===== config.mk =====
export PLATFORM = sky130hd
export DESIGN_NAME = spi_master
export DESIGN_NICKNAME = d
export VERILOG_FILES = /design/src/rtl/spi_pkg.sv /design/src/rtl/spi_clk_div.sv /design/src/rtl/spi_master.sv
export SDC_FILE = /design/constraint.sdc
export NUM_CORES = 1
export LEC_CHECK = 0
export BUFFER_PORTS_ARGS = -buffer_cell sky130_fd_sc_hd__clkbuf_2
export CAP_MARGIN = 30
export CORE_MARGIN = 2
export CORE_UTILIZATION = 45
export CTS_BUF_LIST = sky130_fd_sc_hd__clkbuf_2
export CTS_CLUSTER_DIAMETER = 200
export DETAILED_ROUTE_END_ITERATION = 8
export PLACE_DENSITY = 0.68
export REMOVE_ABC_BUFFERS = 1
export SETUP_SLACK_MARGIN = 0.2
export SLEW_MARGIN = 20
export SYNTH_ARGS = -nofsm -noshare
export SYNTH_HDL_FRONTEND = slang
export SYNTH_SLANG_ARGS = --single-unit
export TNS_END_PERCENT = 5

===== constraint.sdc =====
create_clock -name sys_clk -period 1.7 [get_ports sys_clk]
set_clock_uncertainty 0.1 [all_clocks]
set_input_delay 0.17 -clock sys_clk [delete_from_list [all_inputs] [get_ports sys_clk]]
set_output_delay 0.17 -clock sys_clk [all_outputs]
set_load 0.01 [all_outputs]

===== src/rtl/spi_pkg.sv =====
// spi_pkg
// Definitions shared by both ends of the single-byte SPI link:
//   - default transfer width and sclk half-period, so master and slave agree
//   - state encoding of the master sequencer
package spi_pkg;

  localparam int DEF_DATA_W  = 8;
  localparam int DEF_CLK_DIV = 4;

  localparam int STATE_W = 3;

  typedef enum logic [STATE_W-1:0] {
    ST_IDLE    = 3'd0,
    ST_SETUP   = 3'd1,
    ST_SCLK_HI = 3'd2,
    ST_SCLK_LO = 3'd3,
    ST_HOLD    = 3'd4
  } state_t;

  // Counter width able to hold 0..n-1; at least one bit.
  function automatic int cnt_w(input int n);
    return (n < 2) ? 1 : $clog2(n);
  endfunction

endpackage


===== src/rtl/spi_clk_div.sv =====
// spi_clk_div
// Half-period timer for the SPI master. A down-counter is reloaded with
// CLK_DIV-1 whenever restart is high and ticks on terminal count (zero), so
// after a restart the tick lands exactly CLK_DIV cycles later. With no
// restart it reloads itself and keeps ticking every CLK_DIV cycles.
// Ports:
//   sys_clk  in   system clock
//   rst      in   asynchronous active-high reset
//   restart  in   reload the counter on this edge
//   tick     out  high in the last cycle of a CLK_DIV-cycle interval
module spi_clk_div
  import spi_pkg::*;
#(
  parameter int CLK_DIV = DEF_CLK_DIV
) (
  input  logic sys_clk,
  input  logic rst,
  input  logic restart,
  output logic tick
);

  localparam int CW = cnt_w(CLK_DIV);
  localparam logic [CW-1:0] LOAD = CW'(CLK_DIV - 1);

  logic [CW-1:0] cnt;

  always_ff @(posedge sys_clk or posedge rst) begin
    if (rst) begin
      cnt <= '0;
    end else if (restart || (cnt == '0)) begin
      cnt <= LOAD;
    end else begin
      cnt <= cnt - 1'b1;
    end
  end

  assign tick = (cnt == '0);

endmodule


===== src/rtl/spi_master.sv =====
// spi_master
// Master end of the single-byte SPI link. One full-duplex transfer of DATA_W
// bits, MSB first, per accepted start. ss is active-high; the slave shifts on
// sclk high, so mosi is launched on sclk falling and miso is captured on the
// edge that raises sclk.
//
//   state    | meaning
//   ---------+--------------------------------------------------------
//   IDLE     | ss low, waiting for start
//   SETUP    | ss high, first bit on mosi, sclk still low
//   SCLK_HI  | sclk high; entered by sampling miso and counting a bit
//   SCLK_LO  | sclk low; entered by shifting out the next mosi bit
//   HOLD     | ss held after the last bit; exit loads rx_data, pulses done
//
// Every state but IDLE lasts CLK_DIV cycles, so ss is high for
// (2*DATA_W+1)*CLK_DIV cycles per transfer.
// Ports:
//   sys_clk  in   system clock
//   rst      in   asynchronous active-high reset
//   start    in   transfer request, only looked at in IDLE
//   tx_data  in   byte to send, captured when start is accepted
//   rx_data  out  last received byte, updated with done
//   busy     out  transfer in progress (not in the done cycle)
//   done     out  one-cycle completion pulse
//   ss       out  slave select, active-high
//   sclk     out  serial clock, idles low
//   mosi     out  serial data out, MSB first
//   miso     in   serial data in, synchronous to sys_clk
module spi_master
  import spi_pkg::*;
#(
  parameter int DATA_W  = DEF_DATA_W,
  parameter int CLK_DIV = DEF_CLK_DIV
) (
  input  logic              sys_clk,
  input  logic              rst,
  input  logic              start,
  input  logic [DATA_W-1:0] tx_data,
  output logic [DATA_W-1:0] rx_data,
  output logic              busy,
  output logic              done,
  output logic              ss,
  output logic              sclk,
  output logic              mosi,
  input  logic              miso
);

  localparam int BCW = $clog2(DATA_W + 1);
  localparam logic [BCW-1:0] BIT_LAST = BCW'(DATA_W);

  state_t state, state_nxt;

  logic [DATA_W-1:0] tx_sr;
  logic [DATA_W-1:0] rx_sr;
  logic [BCW-1:0]    bit_cnt;
  logic              tick;
  logic              restart;
  logic              accept;

  spi_clk_div #(
    .CLK_DIV (CLK_DIV)
  ) u_clk_div (
    .sys_clk (sys_clk),
    .rst     (rst),
    .restart (restart),
    .tick    (tick)
  );

  always_ff @(posedge sys_clk or posedge rst) begin
    if (rst) begin
      state <= ST_IDLE;
    end else begin
      state <= state_nxt;
    end
  end

  always_comb begin
    state_nxt = state;
    ss        = 1'b0;
    sclk      = 1'b0;
    busy      = 1'b0;
    case (state)
      ST_IDLE: begin
        if (start) state_nxt = ST_SETUP;
      end
      ST_SETUP: begin
        ss   = 1'b1;
        busy = 1'b1;
        if (tick) state_nxt = ST_SCLK_HI;
      end
      ST_SCLK_HI: begin
        ss   = 1'b1;
        sclk = 1'b1;
        busy = 1'b1;
        // bit_cnt already counts the bit captured on entry to this state
        if (tick) state_nxt = (bit_cnt == BIT_LAST) ? ST_HOLD : ST_SCLK_LO;
      end
      ST_SCLK_LO: begin
        ss   = 1'b1;
        busy = 1'b1;
        if (tick) state_nxt = ST_SCLK_HI;
      end
      ST_HOLD: begin
        ss   = 1'b1;
        busy = 1'b1;
        if (tick) state_nxt = ST_IDLE;
      end
      default: begin
        state_nxt = ST_IDLE;
      end
    endcase
  end

  // Any state change restarts the half-period timer.
  assign restart = (state_nxt != state);
  assign accept  = (state == ST_IDLE) && start;

  // mosi is forced low whenever ss is low; in HOLD it keeps the last bit.
  assign mosi = ss & tx_sr[DATA_W-1];

  always_ff @(posedge sys_clk or posedge rst) begin
    if (rst) begin
      tx_sr   <= '0;
      rx_sr   <= '0;
      bit_cnt <= '0;
      rx_data <= '0;
      done    <= 1'b0;
    end else begin
      done <= 1'b0;
      if (accept) begin
        tx_sr   <= tx_data;
        bit_cnt <= '0;
      end
      if (restart && (state_nxt == ST_SCLK_HI)) begin
        rx_sr   <= {rx_sr[DATA_W-2:0], miso};
        bit_cnt <= bit_cnt + 1'b1;
      end
      if (restart && (state_nxt == ST_SCLK_LO)) begin
        tx_sr <= {tx_sr[DATA_W-2:0], 1'b0};
      end
      if ((state == ST_HOLD) && tick) begin
        rx_data <= rx_sr;
        done    <= 1'b1;
      end
    end
  end

endmodule

==> metrics.md, run 1 <==
| Metric | Value |
|---|---|
| Outcome | `finished with violations` |
| Violated checks | `setup timing` |
| Post-layout minimum cycle time | `1.81 ns` |
| WS Path Type | `flip-flop to flip-flop` |
| Portion of netlist area occupied by mux cells | `0.247` |
| Ratio of total power to cell area | `around 1500 mW/mm^2` |
| Leading register cell type out of synthesis | `sky130_fd_sc_hd__dfrtp_1` |
| Area growth from synthesis to layout | `29.1%` |
| Compound-Gate Fraction of Synth Area | `0.0371` |
| Number of core rows | `21` |
| Layout cells sized above 1 | `0.560` |
| Achievable frequency | `552 MHz` |
| Final sum of negative setup slack | `-0.853 ns` |
| Area leader, netlist | `sky130_fd_sc_hd__dfrtp_1` |
| Fin. max-slew vios | `0` |
| Largest net degree at the start of global routing | `35` |
| Slew @ Worst Pin | `0.416 ns` |
| Kind of start point of the critical path | `flip-flop` |
| Critical-path maximum fanout | `4` |
| Via count of the first global-routing pass | `1,072` |
| Remaining antenna violation count | `0` |
| Worst Slack Setup Final | `-0.110 ns` |
| Average wire length per cell after detail routing | `14.1 microns` |
| Leakage component of the power | `1.00 nW` |
| Xor and xnor area share after synthesis | `0` |
| Die width | `around 63 microns` |
| Sinks on the clock net | `34` |
| Drt first pass iters | `4` |
| Worst Hold Class | `primary input to flip-flop` |
| Initial Util | `0.471` |
| Clock tree from TritonCTS | `done` |
| Mapped cell area | `between 0.0015 and 0.002 sq mm` |
| Maximum capacitance violations | `0` |
| Fraction of synthesized cell area taken by the top area cell type | `0.537` |
| Sequence of cells on the critical path | `buf_4 -> nor4b_4 -> buf_4 -> mux2_4 -> mux2_2` |
| Dominant cell type by count on the critical path | `sky130_fd_sc_hd__buf_4` |
| Family with the most delay on the worst path | `multiplexers` |
| Post-DP HPWL | `1860 microns` |
| Worst rel slew slack | `0.723` |
| Total of fill cells in the finished design | `between 200 and 300` |
| Post-synthesis cell count | `118` |
| Number of distinct library cells after synthesis | `28` |
| Kind of end point of the critical path | `flip-flop` |
| Area post-placement | `0.00181 sq mm` |
| Global-route wire length before repair | `4940 microns` |
| Dominant combinational cell family by area after synthesis | `multiplexers` |
| Antenna Diode Count | `0` |
| Slowest cell delay on critical path | `0.42 ns` |
| Number of enable-type register cells in the synthesized netlist | `0` |
| Fraction of the core area covered by cells at the end of the flow | `0.608` |
| Area inside the core boundary | `0.00336 sq mm` |
| Final count of hold timing violations | `0` |
| Routability congestion estimate | `0.796` |
| Worst path arrival time | `1.98 ns` |
| Slowest library cell on the worst path | `sky130_fd_sc_hd__dfrtp_1` |
| Dpl ws | `-0.00645 ns` |
| Largest cells by area after synthesis | `sky130_fd_sc_hd__dfrtp_1 54%, sky130_fd_sc_hd__mux2_2 19%, sky130_fd_sc_hd__mux2_1 4.3%, sky130_fd_sc_hd__ha_1 2.4%, sky130_fd_sc_hd__buf_6 2.1%` |
| Design Area, Final | `0.00204 sq mm` |
| Buffer cell driving the clock tree root | `sky130_fd_sc_hd__clkbuf_2` |
| Bufs on Longest Clock Path | `2` |
| Total track usage | `0.161` |
| Finish-stage setup viols | `10` |
| Die span in y | `63.3 microns` |
| Average cell area after synthesis | `13.4 sq um` |
| Wire length after detailed routing | `2900 microns` |
| I/O pin total | `25` |
| Iteration-0 DRC count of the detailed router | `17` |
| Port Buf Inserts | `24` |
| Peak VDD IR | `between 900 and 1000 uV` |
| Adder and majority gate portion of the synthesized area | `0.0237` |
| Inserted Clock Buffers | `5` |
| Sequential fraction of the synthesis area | `0.537` |
| Total DRC errors in the routed layout | `0` |
| Die Area | `0.00401 sq mm` |
| Antenna violations before repair | `0` |
| Final #Nets | `174` |
| Register clock-pin slew on the reported worst setup and hold paths | `0.16 ns` |
| Worst Path Required | `around 1.9 ns` |
| Total number of H-tree levels | `2` |
| FF+latch count, synth | `34` |
| Overall via count from detail_route | `1,026` |
| Via count normalized by instance count | `5.00` |
| Setup repair after global routing missed its margin | `yes` |
| Proportion of synthesized flip-flops having asynchronous set or reset | `1.00` |
| Latest clock arrival within the worst-skew pair | `~0.36 ns` |
| Count of synthesis-stage warnings from yosys | `0` |
| Count of buffer and inverter cells on the critical path | `2` |
| Ratio of final minimum period to clock period | `1.06` |
| Global-route congestion overflow total | `0` |
| Simple-gate share of the synthesized area | `0.0979` |
-- timing repair --
item,in CTS,in global routing
endpoints found under the hold margin,35,0
gates resized for setup,20,17
gates cloned,1,0
buffers inserted,4,0
hold buffers,2,0
pin swaps,5,6
endpoints found under the setup margin,32,35
-- cells in the final DEF (no fill, tap or decap), drive strengths merged, types with 3 or more instances in the layout --
cell / n
ha: 3
clkbuf: 25
mux2: 33
nor3: 4
nand2: 5
inv: 7
buf: 20
nor2: 4
dfrtp: 34
-- stage by stage --
stage | total power [mW] | std cells | hold slack (ns)
3_3_place_gp | 2.17 | 191 | 0.159
6_report | 3.00 | 205 | 0.0654
2_1_floorplan | 1.90 | 110 | 0.212
4_1_cts | 2.96 | 205 | 0.0285
5_1_grt | 3.21 | 205 | 0.0397
3_5_place_dp | 2.24 | 191 | 0.167
-- logic make-up (layout without fill, tap and decap cells) --
group / Yosys count / in the layout
multiplexers: 35 / 35
flip-flops: 34 / 34
AND/OR/NAND/NOR: 23 / 23
buffers and inverters: 15 / 56
AO/OA/AOI/OAI: 8 / 8
adder cells (fa/ha/maj): 3 / 3
-- synthesized netlist by cell type (2+ instances only) --
master                     n
sky130_fd_sc_hd__dfrtp_1  34
sky130_fd_sc_hd__mux2_2   27
sky130_fd_sc_hd__inv_1     7
sky130_fd_sc_hd__mux2_1    6
sky130_fd_sc_hd__nand2_1   5
sky130_fd_sc_hd__nor2_1    4
sky130_fd_sc_hd__buf_2     3
sky130_fd_sc_hd__buf_6     3
sky130_fd_sc_hd__ha_1      3
sky130_fd_sc_hd__nor3_1    3
sky130_fd_sc_hd__a21oi_1   2
sky130_fd_sc_hd__a22o_1    2
sky130_fd_sc_hd__and2_1    2
sky130_fd_sc_hd__buf_4     2
sky130_fd_sc_hd__mux2i_1   2
-- per-layer routing --
layer | share of wire | vias to the layer above | GRT usage
li1 | - | 489 | -
met1 | 0.45 | 516 | 0.199
met2 | 0.49 | 17 | 0.254
met3 | 0.037 | 4 | 0.0500
met4 | 0.020 | 0 | 0.0842
met5 | 0 | - | 0
-- flip-flops by register name, summed over array words and instances, names as in the netlist --
| register | count |
|---|---|
| rx_sr | 8 |
| rx_data | 8 |
| state | 3 |
| done | 1 |
| tx_sr | 8 |
| u_clk_div.cnt | 2 |
| bit_cnt | 4 |
-- worst register-to-register path: stages (launching register included) --
cell and delay (ns):
sky130_fd_sc_hd__dfrtp_1 0.42, sky130_fd_sc_hd__buf_4 0.15, sky130_fd_sc_hd__nor4b_4 0.30, sky130_fd_sc_hd__buf_4 0.20, sky130_fd_sc_hd__mux2_4 0.30, sky130_fd_sc_hd__mux2_2 0.26
-- report_power, final --
group          total, mW  internal (mW)  switching [mW]  leakage, nW
Sequential          1.25           1.08           0.172        0.423
Combinational       1.26          0.757           0.505        0.542
Clock              0.486          0.237           0.249       0.0365
-- area by class of cell --
class / instances / area (sq um) / share of cell area
clock buffers: 5 / 25.0 / 0.0122
clock inverters: 2 / 33.8 / 0.0165
inverters: 7 / 26.3 / 0.0129
multi-input cells: 69 / 743 / 0.364
flip-flops and latches: 34 / 851 / 0.416
well taps: 46 / 57.6 / 0.0282
repair buffers: 42 / 308 / 0.151
-- path summary, 6_finish.rpt --
| kind | end | cells past startpoint | slack [ns] | from |
|---|---|---|---|---|
| max | tx_sr[4] | 5 | -0.11 | state[0] |
| min | tx_sr[3] | 3 | 0.07 | tx_data[3] |
| max reg2reg | tx_sr[4] | 5 | -0.11 | state[0] |
| min reg2reg | u_clk_div.cnt[0] | 1 | 0.36 | u_clk_div.cnt[0] |
| max in group asynchronous | tx_sr[7] | 4 | 0.88 | rst |
| min in group asynchronous | state[2] | 4 | 0.32 | rst |
(Power assumes the default switching activity.)
==> inputs of run 2 (changes only) <==
--- a/config.mk
+++ b/config.mk
@@ -12,7 +12,7 @@
 export CTS_BUF_LIST = sky130_fd_sc_hd__clkbuf_2
 export CTS_CLUSTER_DIAMETER = 200
 export DETAILED_ROUTE_END_ITERATION = 8
-export PLACE_DENSITY = 0.68
+export PLACE_DENSITY = 0.78
 export REMOVE_ABC_BUFFERS = 1
 export SETUP_SLACK_MARGIN = 0.2
 export SLEW_MARGIN = 20
==> run 2 against run 1 <==
  * Critical path depth is the same
  * Hold slack lost 0.025 ns
  * Combinational power grew 4%
  * The flow still finishes with violations (setup timing)
  * Critical endpoint is now mosi
  * Global-route usage grew 0.20 points
  * Highest routed layer unchanged
==> metrics.md, run 2 (synthesis results as in run 1) <==
| Metric | Value |
|---|---|
| Worst path arrival time | `1.55 ns (-0.43 ns)` |
| Total of fill cells in the finished design | `275 (-5.2%)` |
| Clock tree from TritonCTS | `done` |
| Die Area | `0.00401 sq mm (unchanged)` |
| Antenna violations before repair | `0 (unchanged)` |
| Area inside the core boundary | `0.00336 sq mm (unchanged)` |
| Via count of the first global-routing pass | `1,108 (+3.4%)` |
| Achievable frequency | `551 MHz (-0.30%)` |
| Bufs on Longest Clock Path | `2 (unchanged)` |
| Placed Instances | `191 (unchanged)` |
| Antenna Diode Count | `0 (unchanged)` |
| Post-layout minimum cycle time | `1.82 ns (+0.00548 ns)` |
| Global-route congestion overflow total | `0 (unchanged)` |
| Sequential Area | `851 sq um (unchanged)` |
| Total track usage | `0.163 (+0.00199)` |
| Routability congestion estimate | `0.711 (-11%)` |
| Minimum setup slack among reg-to-reg paths | `-0.10 ns (about the same)` |
| Total DRC errors in the routed layout | `0 (unchanged)` |
| Most common library cell in the layout ignoring fill and taps | `sky130_fd_sc_hd__dfrtp_1` |
| WS Path Type | `flip-flop to primary output` |
| Kind of end point of the critical path | `primary output` |
| Remaining antenna violation count | `0 (unchanged)` |
| Via count normalized by instance count | `4.99 (-0.29%)` |
| Die span in y | `63.3 microns (unchanged)` |
| Worst Hold Class | `primary input to flip-flop` |
| Ratio of final minimum period to clock period | `1.07 (+0.00322)` |
| Die width | `63.3 microns (unchanged)` |
| Violated checks | `setup timing` |
| Post-DP HPWL | `1840 microns (-1.0%)` |
| Registers with the highest flip-flop counts | `rx_data x8, rx_sr x8, tx_sr x8` |
| Worst rel slew slack | `0.721 (-0.00198)` |
| Fin. max-slew vios | `0 (unchanged)` |
| Critical-path maximum fanout | `4 (unchanged)` |
| Latest clock arrival within the worst-skew pair | `0.36 ns (about the same)` |
| Buffer cell driving the clock tree root | `sky130_fd_sc_hd__clkbuf_2` |
| Layout Cells excl Fill | `208 (+1.5%)` |
| Wire length after detailed routing | `2970 microns (+2.4%)` |
| Number of core rows | `21 (unchanged)` |
| Initial Util | `0.471 (unchanged)` |
| Ratio of total power to cell area | `1430 mW/mm^2 (-2.6%)` |
| Layout cells sized above 1 | `0.549 (-0.0104)` |
| Peak VDD IR | `729 uV (-23%)` |
| Setup repair after global routing missed its margin | `yes` |
| Average wire length per cell after detail routing | `14.3 microns (+0.97%)` |
| Outcome | `finished with violations` |
| Total number of H-tree levels | `2 (unchanged)` |
| Drt first pass iters | `4 (unchanged)` |
| Iteration-0 DRC count of the detailed router | `18 (+1)` |
| Design Area, Final | `0.00205 sq mm (+0.31%)` |
| Finish-stage setup viols | `18 (+8)` |
| Inserted Clock Buffers | `5 (unchanged)` |
| Slew @ Worst Pin | `0.419 ns (+0.00298 ns)` |
| Area growth from synthesis to layout | `29.5%` |
| Largest net degree at the start of global routing | `35 (unchanged)` |
| Area post-placement | `0.00181 sq mm (unchanged)` |
| Leading cell types in the layout, fill and taps excluded | `34 x sky130_fd_sc_hd__dfrtp_1, 25 x sky130_fd_sc_hd__clkbuf_2, 16 x sky130_fd_sc_hd__mux2_4` |
| I/O pin total | `25 (unchanged)` |
| Multi-input combinational cell area | `741 sq um (-0.34%)` |
| Port Buf Inserts | `24 (unchanged)` |
| Global-route wire length before repair | `5110 microns (+3.5%)` |
| Leakage component of the power | `1.00 nW (+0.25%)` |
| Sinks on the clock net | `34 (unchanged)` |
| Worst Slack Setup Final | `-0.115 ns (-0.00547 ns)` |
| Final #Nets | `176 (+1.1%)` |
| Final count of hold timing violations | `0 (unchanged)` |
| Maximum capacitance violations | `0 (unchanged)` |
| Dpl ws | `-0.00792 ns (-0.00147 ns)` |
| Register clock-pin slew on the reported worst setup and hold paths | `0.17 ns (about the same)` |
| WHS | `0.0407 ns (-0.0247 ns)` |
| Overall via count from detail_route | `1,038 (+1.2%)` |
| Kind of start point of the critical path | `flip-flop` |
| Worst Path Required | `1.43 ns (-0.44 ns)` |
==> run 2: cell type report <==
type / instances / share of cell area
Sequential cell: 34 / 0.415
Multi-Input combinational cell: 69 / 0.361
Timing Repair Buffer: 44 / 0.163
Tap cell: 46 / 0.0281
Inverter: 7 / 0.0128
Clock buffer: 5 / 0.0122
Clock inverter: 3 / 0.00793
==> run 2: metal layers <==
metal	GRT usage	part of all wire	wire length [microns]	vias up
met2	0.266	0.51	1510	19
met5	0	0	0	-
li1	-	-	-	495
met4	0.0571	0.018	53	0
met1	0.207	0.44	1310	517
met3	0.0482	0.033	98	7
==> run 2: critical path: stages (launching register included) <==
cell and delay, ns:
sky130_fd_sc_hd__dfrtp_1 0.44, sky130_fd_sc_hd__buf_6 0.14, sky130_fd_sc_hd__o21a_4 0.22, sky130_fd_sc_hd__nor2_4 0.13
sky130_fd_sc_hd__and2_1 0.13, sky130_fd_sc_hd__buf_2 0.12
==> run 2: per-stage QoR <==
stage,util,setup TNS (ns),power [mW]
2_1_floorplan,-,-2.19,1.90
3_3_place_gp,0.537,0,2.16
3_5_place_dp,0.537,-0.00818,2.23
4_1_cts,0.594,-0.881,2.82
5_1_grt,0.610,-2.16,3.14
6_report,0.610,-1.05,2.93
==> run 2: path summary, 6_finish.rpt <==
| path | depth (start not counted) | from | endpoint |
|---|---|---|---|
| max in group asynchronous | 4 | rst | bit_cnt[1] |
| worst max-delay path | 5 | state[0] | mosi |
| worst max register to register | 5 | state[0] | tx_sr[1] |
| min in group asynchronous | 4 | rst | bit_cnt[2] |
| worst min register to register | 1 | u_clk_div.cnt[0] | u_clk_div.cnt[0] |
| worst min-delay path | 3 | tx_data[0] | tx_sr[0] |
==> run 2: where the power goes <==
group          internal (mW)  switching (mW)  leakage, nW
combinational          0.794           0.520        0.555
clock                 0.0938           0.266       0.0264
sequential              1.08           0.178        0.423
total                   1.96           0.964         1.00
==> run 2: what timing repair did <==
item / in CTS / in global routing
endpoints found under the setup margin: 32 / 36
hold endpoints to repair: 35 / 0
gates resized for setup: 22 / 16
setup buffers: 7 / 0
pin swaps: 4 / 7
hold buffers: 2 / 0
==> inputs of run 3 (changes only) <==
--- a/config.mk
+++ b/config.mk
@@ -18,5 +18,6 @@
 export SLEW_MARGIN = 20
 export SYNTH_ARGS = -nofsm -noshare
 export SYNTH_HDL_FRONTEND = slang
+export SYNTH_HIERARCHICAL = 1
 export SYNTH_SLANG_ARGS = --single-unit
 export TNS_END_PERCENT = 5
==> run 3 against run 2 <==
  * The run still ends with setup timing left
  * Register-to-register slack gained 0.08 ns
  * Fmax grew 5.6%
  * Critical path depth is the same
  * Routed wire length grew 18%
  * Via count grew 10%
==> metrics.md, run 3 <==
| Metric | Value |
|---|---|
| Maximum capacitance violations | `0 (unchanged)` |
| Area inside the core boundary | `0.00342 sq mm (+1.6%)` |
| Largest net degree at the start of global routing | `33 (-5.7%)` |
| Die span in y | `64.2 microns (+1.3%)` |
| Number of core rows | `21 (unchanged)` |
| Fraction of the core area covered by cells at the end of the flow | `0.630 (+0.0203)` |
| FF+latch count, synth | `34 (unchanged)` |
| Worst rel slew slack | `0.707 (-0.0132)` |
| Total DRC errors in the routed layout | `0 (unchanged)` |
| Worst Slack Setup Final | `-0.0194 ns (+0.0961 ns)` |
| Final sum of negative setup slack | `-0.0568 ns (+0.991 ns)` |
| Most common library cell in the layout ignoring fill and taps | `sky130_fd_sc_hd__dfrtp_1` |
| Sequential fraction of the synthesis area | `0.522 (-0.0149)` |
| Inserted Clock Buffers | `5 (unchanged)` |
| Sinks on the clock net | `34 (unchanged)` |
| Final count of hold timing violations | `0 (unchanged)` |
| Leading cell types in the layout, fill and taps excluded | `31 x sky130_fd_sc_hd__dfrtp_1, 25 x sky130_fd_sc_hd__clkbuf_2, 17 x sky130_fd_sc_hd__mux2_4` |
| Fin. max-slew vios | `0 (unchanged)` |
| Iteration-0 DRC count of the detailed router | `63 (+45)` |
| RR Endpoint | `u_clk_div/cnt[0]` |
| Die Area | `0.00412 sq mm (+2.7%)` |
| Leakage component of the power | `0.991 nW (-1.3%)` |
| Final #Nets | `183 (+4.0%)` |
| Count of synthesis-stage warnings from yosys | `6 (+6)` |
| Total of fill cells in the finished design | `279 (+1.5%)` |
| Layout cells sized above 1 | `0.479 (-0.0701)` |
| Post-synthesis cell count | `124 (+5.1%)` |
| Highest metal used | `met4` |
| Ratio of total power to cell area | `1440 mW/mm^2 (+0.60%)` |
| Routed length on met2 | `1760 microns (+17%)` |
| Average cell area after synthesis | `13.1 sq um (-2.1%)` |
| Worst Path Required | `1.88 ns (+0.45 ns)` |
| Slew @ Worst Pin | `0.439 ns (+0.0198 ns)` |
| Kind of start point of the critical path | `flip-flop` |
| Overall via count from detail_route | `1,145 (+10%)` |
| Bufs on Longest Clock Path | `2 (unchanged)` |
| Post-DP HPWL | `2220 microns (+20%)` |
| Cells on worst reg2reg path | `5 (unchanged)` |
| Minimum setup slack among reg-to-reg paths | `-0.02 ns (+0.08 ns)` |
| Number of enable-type register cells in the synthesized netlist | `0 (unchanged)` |
| Source of the critical timing path | `state[1]` |
| Area growth from synthesis to layout | `32.1%` |
| Leading register cell type out of synthesis | `sky130_fd_sc_hd__dfrtp_1` |
| Post-layout minimum cycle time | `1.72 ns (-0.0961 ns)` |
| Routed length on met3 | `184 microns (+88%)` |
| Reg2Reg Launch Point | `state[1]` |
| Via count normalized by instance count | `5.33 (+6.7%)` |
| Port Buf Inserts | `24 (unchanged)` |
| Violated checks | `setup timing` |
| Ratio of final minimum period to clock period | `1.01 (-0.0565)` |
| Global-route wire length before repair | `5870 microns (+15%)` |
| Total track usage | `0.187 (+0.0236)` |
| Worst path arrival time | `1.90 ns (+0.35 ns)` |
| Fraction of synthesized cell area taken by the top area cell type | `0.522 (-0.0149)` |
| Largest cells by area after synthesis | `sky130_fd_sc_hd__dfrtp_1 52%, sky130_fd_sc_hd__mux2_2 12%, sky130_fd_sc_hd__a32oi_1 3.8%, sky130_fd_sc_hd__o2bb2ai_1 3.8%, sky130_fd_sc_hd__buf_6 3.5%` |
| Area leader, netlist | `sky130_fd_sc_hd__dfrtp_1` |
| Proportion of synthesized flip-flops having asynchronous set or reset | `1.00 (unchanged)` |
| Antenna Diode Count | `0 (unchanged)` |
| Length of routed wiring on met1 | `1490 microns (+14%)` |
| Initial Util | `0.477 (+0.00594)` |
| Mapped cell area | `0.00163 sq mm (+2.8%)` |
| Registers with the highest flip-flop counts | `rx_data x8, rx_sr x8, tx_sr x8` |
| Clock tree from TritonCTS | `done` |
| Wire length after detailed routing | `3490 microns (+18%)` |
| Outcome | `finished with violations` |
| Worst Hold Class | `primary input to async pin` |
| Most frequent cells after synthesis | `34 x sky130_fd_sc_hd__dfrtp_1, 17 x sky130_fd_sc_hd__mux2_2, 7 x sky130_fd_sc_hd__a32oi_1, 7 x sky130_fd_sc_hd__o2bb2ai_1, 6 x sky130_fd_sc_hd__inv_1` |
| Drt first pass iters | `4 (unchanged)` |
| Latest clock arrival within the worst-skew pair | `0.38 ns (+0.02 ns)` |
| Register clock-pin slew on the reported worst setup and hold paths | `0.18 ns (about the same)` |
| Total number of H-tree levels | `2 (unchanged)` |
| Number of distinct library cells after synthesis | `37 (+32%)` |
| Global-route congestion overflow total | `0 (unchanged)` |
| Routability congestion estimate | `0.817 (+15%)` |
| Total chip power | `3.09 mW (+5.6%)` |
| Achievable frequency | `582 MHz (+5.6%)` |
| Via count of the first global-routing pass | `1,190 (+7.4%)` |
| Critical-path maximum fanout | `8 (+4)` |
| WHS | `0.0523 ns (+0.0116 ns)` |
| WS Path Type | `flip-flop to flip-flop` |
| I/O pin total | `25 (unchanged)` |
| Average wire length per cell after detail routing | `16.2 microns (+14%)` |
| Peak VDD IR | `779 uV (+6.9%)` |
| Die width | `64.2 microns (+1.3%)` |
| Kind of end point of the critical path | `flip-flop` |
| Setup repair after global routing missed its margin | `yes` |
| Finish-stage setup viols | `4 (-14)` |
| Antenna violations before repair | `0 (unchanged)` |
| Remaining antenna violation count | `0 (unchanged)` |
| Library cell with the highest instance count after synthesis | `sky130_fd_sc_hd__dfrtp_1` |
| Buffer cell driving the clock tree root | `sky130_fd_sc_hd__clkbuf_2` |
[run 3: cell count changes after synthesis, moves of 2 or more]
cell,delta
sky130_fd_sc_hd__nand2_1,-2
sky130_fd_sc_hd__nor3_1,-3
sky130_fd_sc_hd__mux2_1,-6
sky130_fd_sc_hd__o2bb2ai_1,+7
sky130_fd_sc_hd__clkbuf_1,+2
sky130_fd_sc_hd__a211oi_1,+3
sky130_fd_sc_hd__buf_6,+2
sky130_fd_sc_hd__or3b_1,+2
sky130_fd_sc_hd__a32oi_1,+7
sky130_fd_sc_hd__mux2_2,-10
sky130_fd_sc_hd__buf_2,-2
[run 3: how the worst max path moves through the flow]
stage / end / cells after the start
3_3_place_gp: bit_cnt[2] / 6
4_1_cts: mosi / 5
6_report: u_clk_div/cnt[0] / 5
2_1_floorplan: bit_cnt[2] / 5
5_1_grt: mosi / 5
3_5_place_dp: tx_sr[0] / 6
[run 3: metrics by stage]
step,setup slack [ns],area [sq um],cells
finish,-0.0194,2150,215
detailed placement,-0.0475,1820,193
global route,-0.102,2150,215
global placement,0.0490,1820,193
CTS,-0.0462,2140,215
floorplan,-0.107,1550,114
[run 3: per-layer routing]
layer,vias to the layer above,track usage
li1,537,-
met1,567,0.232
met2,35,0.315
met3,6,0.0546
met4,0,0.0559
met5,-,0
[run 3: cell type report]
type / count / area (sq um) / share of cell area
Multi-Input combinational cell: 73 / 779 / 0.362
Timing Repair Buffer: 47 / 362 / 0.168
Clock buffer: 5 / 25.0 / 0.0116
Clock inverter: 3 / 45.0 / 0.0209
Tap cell: 46 / 57.6 / 0.0267
Sequential cell: 34 / 855 / 0.397
Inverter: 7 / 28.8 / 0.0134
[run 3: worst max-delay path, stage by stage (launching register included)]
cell	delay, ns
sky130_fd_sc_hd__dfrtp_2	0.46
sky130_fd_sc_hd__buf_4	0.17
sky130_fd_sc_hd__o21a_1	0.17
sky130_fd_sc_hd__a211oi_1	0.22
sky130_fd_sc_hd__a31oi_1	0.11
sky130_fd_sc_hd__or3b_1	0.39
[run 3: kinds of logic (layout without fill, tap and decap cells)]
| logic type | after synthesis | after routing | share of synthesized area |
|---|---|---|---|
| DFF | 34 | 34 | 0.522 |
| adders and majority gates | 3 | 3 | 0.0230 |
| and+or+nand+nor | 23 | 23 | 0.107 |
| xor gates and xnor gates | 1 | 1 | 0.00538 |
| AOI/OAI and AO/OA | 26 | 26 | 0.136 |
| buffers and inverters | 17 | 62 | 0.0676 |
| muxes | 20 | 20 | 0.139 |
[run 3: power breakdown]
part	leakage, nW	internal (mW)	switching, mW	total (mW)
Sequential	0.440	1.06	0.195	1.26
Combinational	0.516	0.719	0.580	1.30
Clock	0.0352	0.247	0.288	0.535
Total	0.991	2.03	1.06	3.09
[run 3: repair_timing]
item / 4_1_cts / 5_1_grt
endpoints found under the hold margin: 43 / 0
resized for setup: 34 / 7
pin swaps: 6 / 6
setup endpoints to repair: 35 / 36
hold buffers: 10 / 0
buffers inserted: 4 / 0
